==> src/rtl/pmem_arb_types.sv <==
// Shared types for the physical-memory arbiter.
// Latency: n/a (types only).
// Backpressure: n/a (types only).
package pmem_arb_types;

  localparam int LINE_W = 128;
  localparam int ADDR_W = 16;

  typedef enum logic [1:0] {
    IDLE    = 2'd0,
    SERVE_I = 2'd1,
    SERVE_D = 2'd2,
    SERVE_P = 2'd3
  } arb_state_t;

endpackage

==> src/rtl/pmem_arbiter.sv <==
// Shares one pmem port among I-cache, D-cache and prefetcher; priority D > I > P with an I starvation guard.
// Latency: one cycle from request (seen in IDLE) to downstream strobe; completion passes through combinationally.
// Backpressure: a grant is held until pmem_resp, then one IDLE bubble precedes the next arbitration.
//
// Ports:
//   clk, reset            - clock, synchronous active-high reset
//   i_pmem_*              - I-cache read port
//   d_pmem_*              - D-cache read/write port
//   p_pmem_*              - prefetcher read port
//   pmem_*                - downstream memory port; pmem_rdata is broadcast to every requester
module pmem_arbiter
  import pmem_arb_types::*;
#(
  parameter int STARVE_LIMIT = 4
) (
  input  logic              clk,
  input  logic              reset,
  input  logic [ADDR_W-1:0] i_pmem_address,
  input  logic              i_pmem_read,
  output logic [LINE_W-1:0] i_pmem_rdata,
  output logic              i_pmem_resp,
  input  logic [ADDR_W-1:0] d_pmem_address,
  input  logic [LINE_W-1:0] d_pmem_wdata,
  input  logic              d_pmem_read,
  input  logic              d_pmem_write,
  output logic [LINE_W-1:0] d_pmem_rdata,
  output logic              d_pmem_resp,
  input  logic [ADDR_W-1:0] p_pmem_address,
  input  logic              p_pmem_read,
  output logic [LINE_W-1:0] p_pmem_rdata,
  output logic              p_pmem_resp,
  output logic [ADDR_W-1:0] pmem_address,
  output logic [LINE_W-1:0] pmem_wdata,
  output logic              pmem_read,
  output logic              pmem_write,
  input  logic [LINE_W-1:0] pmem_rdata,
  input  logic              pmem_resp
);

  localparam logic [3:0] STREAK_MAX = 4'(STARVE_LIMIT);

  arb_state_t state_q, state_d;
  logic [3:0] d_streak_q, d_streak_d;
  logic       i_req, d_req;

  assign i_pmem_rdata = pmem_rdata;
  assign d_pmem_rdata = pmem_rdata;
  assign p_pmem_rdata = pmem_rdata;

  assign i_req = i_pmem_read;
  assign d_req = d_pmem_read | d_pmem_write;

  always_comb begin
    state_d      = state_q;
    d_streak_d   = d_streak_q;
    pmem_address = '0;
    pmem_wdata   = '0;
    pmem_read    = 1'b0;
    pmem_write   = 1'b0;
    i_pmem_resp  = 1'b0;
    d_pmem_resp  = 1'b0;
    p_pmem_resp  = 1'b0;

    unique case (state_q)
      IDLE: begin
        if (i_req && (d_streak_q == STREAK_MAX)) begin
          // I has watched STARVE_LIMIT D grants go by; it goes next.
          state_d    = SERVE_I;
          d_streak_d = '0;
        end else if (d_req) begin
          state_d = SERVE_D;
          // Only D grants that overtake a waiting I count toward starvation.
          if (i_req) begin
            d_streak_d = (d_streak_q >= STREAK_MAX) ? STREAK_MAX : d_streak_q + 4'd1;
          end else begin
            d_streak_d = '0;
          end
        end else if (i_req) begin
          state_d    = SERVE_I;
          d_streak_d = '0;
        end else if (p_pmem_read) begin
          state_d = SERVE_P;
        end
      end

      SERVE_I: begin
        pmem_address = i_pmem_address;
        pmem_read    = i_pmem_read;
        i_pmem_resp  = pmem_resp;
        if (pmem_resp) state_d = IDLE;
      end

      SERVE_D: begin
        pmem_address = d_pmem_address;
        pmem_wdata   = d_pmem_wdata;
        // A simultaneous read+write is treated as a write.
        pmem_write   = d_pmem_write;
        pmem_read    = d_pmem_read & ~d_pmem_write;
        d_pmem_resp  = pmem_resp;
        if (pmem_resp) state_d = IDLE;
      end

      SERVE_P: begin
        // Strobe follows the live request; the grant itself is held until pmem_resp.
        pmem_address = p_pmem_address;
        pmem_read    = p_pmem_read;
        p_pmem_resp  = pmem_resp;
        if (pmem_resp) state_d = IDLE;
      end

      default: state_d = IDLE;
    endcase
  end

  always_ff @(posedge clk) begin
    if (reset) begin
      state_q    <= IDLE;
      d_streak_q <= '0;
    end else begin
      state_q    <= state_d;
      d_streak_q <= d_streak_d;
    end
  end

endmodule

==> config.mk <==
export PLATFORM = sky130hd
export DESIGN_NAME = pmem_arbiter
export DESIGN_NICKNAME = d
export VERILOG_FILES = /design/src/rtl/pmem_arb_types.sv /design/src/rtl/pmem_arbiter.sv
export SDC_FILE = /design/constraint.sdc
export NUM_CORES = 1
export LEC_CHECK = 0
export BUFFER_PORTS_ARGS = -buffer_cell sky130_fd_sc_hd__buf_4
export CAP_MARGIN = 20
export CORE_AREA = 2 2 329 331
export CTS_CLUSTER_DIAMETER = 100
export CTS_CLUSTER_SIZE = 25
export DETAILED_ROUTE_END_ITERATION = 16
export DIE_AREA = 0 0 331 333
export MAX_ROUTING_LAYER = met4
export PLACE_DENSITY_LB_ADDON = 0.1
export SETUP_SLACK_MARGIN = 0.2
export SYNTH_ARGS = -nofsm -noshare
export SYNTH_HDL_FRONTEND = slang
export SYNTH_SLANG_ARGS = --single-unit
==> constraint.sdc <==
create_clock -name clk -period 1.35 [get_ports clk]
set_input_delay 0.0675 -clock clk [delete_from_list [all_inputs] [get_ports clk]]
set_output_delay 0.0675 -clock clk [all_outputs]
set_load 0.1 [all_outputs]
==> results by group <==
Synthesis
  • Mapped Cells: 612
  • Yosys top cell area share: 64.5%
  • Yosys top cell by area: buf_4
  • Fraction of registers with async set/reset: 0%
  • Syn nets: 925
  • Post-synthesis sequential area ratio: 2.68%
  • Synth Cell Area: 0.00448 sq mm
  • Yosys cell types: 30
  • Number of flops mapped to enable cells by yosys: 0
  • Post-Syn Area per Cell: 7.33 sq um
  • Synth warn: 0
  • Synthesized flop and latch total: 6
  • Synth area leaders: buf_4 (64%), and2_1 (18%), mux2_2 (4.0%)
  • Top FF cell, synth: dfxtp_1

Final layout
  • Fillers: between 10k and 15k
  • Most common cell after layout, fill and taps aside: buf_4
  • Final core occ: under 10%
  • Layout cell share with drive strength beyond 1: 95.3%
  • Commonest non-fill, non-tap cells in the layout: buf_4 (192), buf_12 (151), and2_4 (129)
  • Area growth, synth to finish: 93.6%
  • Final nets: 889

Drt
  • Vias per Instance: 1.74
  • Remaining DRCs: 0
  • DR vias: 3439
  • DR pass1 iterations: 4
  • Final ANT Viol Nets: 0
  • Routed WL: 23000 um
  • Initial DRC count: 81
  • Avg WL per Cell: 11.6 um

Clock network
  • Clk_lat worst skew: ~0.23 ns
  • Clk buf depth: 2
  • H-tree depth: 1
  • Post-CTS Hold Fix Bufs: 0
  • CTS root buffer: clkbuf_16
  • CTS buffer count: 3
  • Clock sink count: 6
  • CTS tree: yes
  • Reg clk slew, reported paths: 0.03 ns

Timing
  • Period utilisation layout: 120%
  • Setup TNS: -29.92 ns
  • Final worst slack: -0.266 ns
  • RSZ-0062 raised after global routing: yes
  • Hold Vio Cnt, Final: 0
  • Worst slew pin tran: between 0.2 and 0.3 ns
  • Final Skew: 0.000287 ns
  • Relative slew margins: between 80% and 90%
  • Max Slew Vio Count: 0
  • Final Critical Period: roughly 1.6 ns
  • Final Setup Violations: 148
  • Fmax: about 0.62 GHz

Critical path
  • Setup CP Type: register to output pin
  • Worst setup SP type: register
  • Crit path required time: 1.28 ns
  • Flop-to-flop setup slack: 0.10 ns
  • R2r endpoint: d_streak_q[2]
  • Setup crit end kind: output pin
  • Critical Path Fanout Max: 8
  • CP Capture Point: pmem_address[8]
  • CP arrival: roughly 1.6 ns
  • Critical path origin: state_q[1]
  • Reg2Reg Depth: 5
  • Critical R2R Launch: state_q[1]

Power
  • Tot Pwr: between 6 and 7 mW
  • Worst vdd ir: 0.313 mV
  • Pwr/cell area: 746 mW/mm^2
  • Leakage: 3.39 nW

Global route
  • First-pass GRT wire length: 27900 um
  • Largest net degree at the start of global routing: 53
  • Gr usage total: 3.64%
  • GR Overflow Total: 0
  • Initial antenna violation count: 3
  • Gr busiest metal: met2
  • Met3 Use GR: 2.69%
  • Vias in the first global route: 3843
  • GRT met1 Usage: 3.53%
  • Met2 global-route usage: 5.74%

Placement
  • Port Buffers: 331
  • DP Wirelength: 19200 um
  • Gpl congestion: 0.649

Die
  • Die height: around 330 um
  • Core Box Area: 0.107 sq mm
  • Ports: 844
  • Die W: 331 um
  • Die footprint: around 0.11 sq mm
  • Std cell rows: 120
  • Starting density of the core: 4.21%

Flow run
  • Max cap viols: 0

Run status
  • Run status: finished with violations
  • Violated checks: negative setup slack

Hold path
  • Worst min-delay path category: input pin to register
## layout make-up
class / count / area [sq um] / share of cell area (%)
Antenna cell: 1 / 2.50 / 0.0288
Clock buffer: 3 / 75.1 / 0.865
Inverter: 5 / 21.3 / 0.245
Multi-Input combinational cell: 196 / 1890 / 21.8
Sequential cell: 6 / 130 / 1.50
Tap cell: 1403 / 1760 / 20.2
Timing Repair Buffer: 364 / 4800 / 55.3
## synth_stat cells, types with 2 or more instances
cell / number
mux2_2: 16
and2_1: 130
nor2_1: 3
dfxtp_1: 6
buf_4: 385
and3_1: 2
nand4_1: 2
nor3_1: 3
inv_1: 5
ha_1: 2
clkbuf_1: 2
clkbuf_2: 13
buf_2: 4
a21oi_1: 4
a22o_1: 16
nand2_1: 5
## report_power, final
part	switching, mW	internal [mW]	total (mW)
Clock	0.0984	0.380	0.478
Sequential	0.0156	0.188	0.203
Combinational	3.42	2.37	5.79
## logic make-up after synthesis
family / Yosys count / share of synthesized area (%)
buffers and inverters: 410 / 67.2
and+or+nand+nor: 152 / 20.9
AOI/OAI and AO/OA: 26 / 4.63
muxes: 16 / 4.02
DFF: 6 / 2.68
adders and majority gates: 2 / 0.558
## worst min path at each step
stage               slack, ns            start           endpoint  depth (start not counted)
global placement         0.14  pmem_rdata[109]  d_pmem_rdata[109]                          0
finish                   0.04            reset      d_streak_q[1]                          2
detailed placement       0.14  pmem_rdata[109]  d_pmem_rdata[109]                          0
CTS                      0.04            reset      d_streak_q[0]                          2
floorplan                0.13            reset         state_q[0]                          1
global route             0.04            reset      d_streak_q[1]                          2
## per-layer routing
layer | wire (um) | vias up
li1 | - | 1438
met2 | 10400 | 478
met4 | 422 | 0
met5 | 0 | -
met3 | 4300 | 52
met1 | 7910 | 1471
## critical path, stage by stage, from the launching register on
cell	delay [ns]
dfxtp_4	0.38
buf_12	0.16
mux2_4	0.35
a22o_4	0.26
buf_12	0.16
## registers in the layout (all words and copies together) (netlist names)
name,flops
state_q,2
d_streak_q,4
## per-stage QoR
stage / worst slack, ns / hold slack, ns / instances / instance area (sq um)
finish: -0.266 / 0.0395 / 1978 / 8680
floorplan: 0.00307 / 0.129 / 612 / 5020
global placement: -0.161 / 0.136 / 1957 / 6360
detailed placement: -0.176 / 0.136 / 1957 / 6360
CTS: -0.328 / 0.0428 / 1969 / 8350
global route: -0.334 / 0.0422 / 1978 / 8680
## timing repair
item                       4_1_cts  5_1_grt
pin swaps                       10       10
cloned                           2        4
resized for setup              430       54
buffers inserted                 7        4
setup endpoints to repair      155      155
Note: power is estimated with default switching activity, not from simulation.
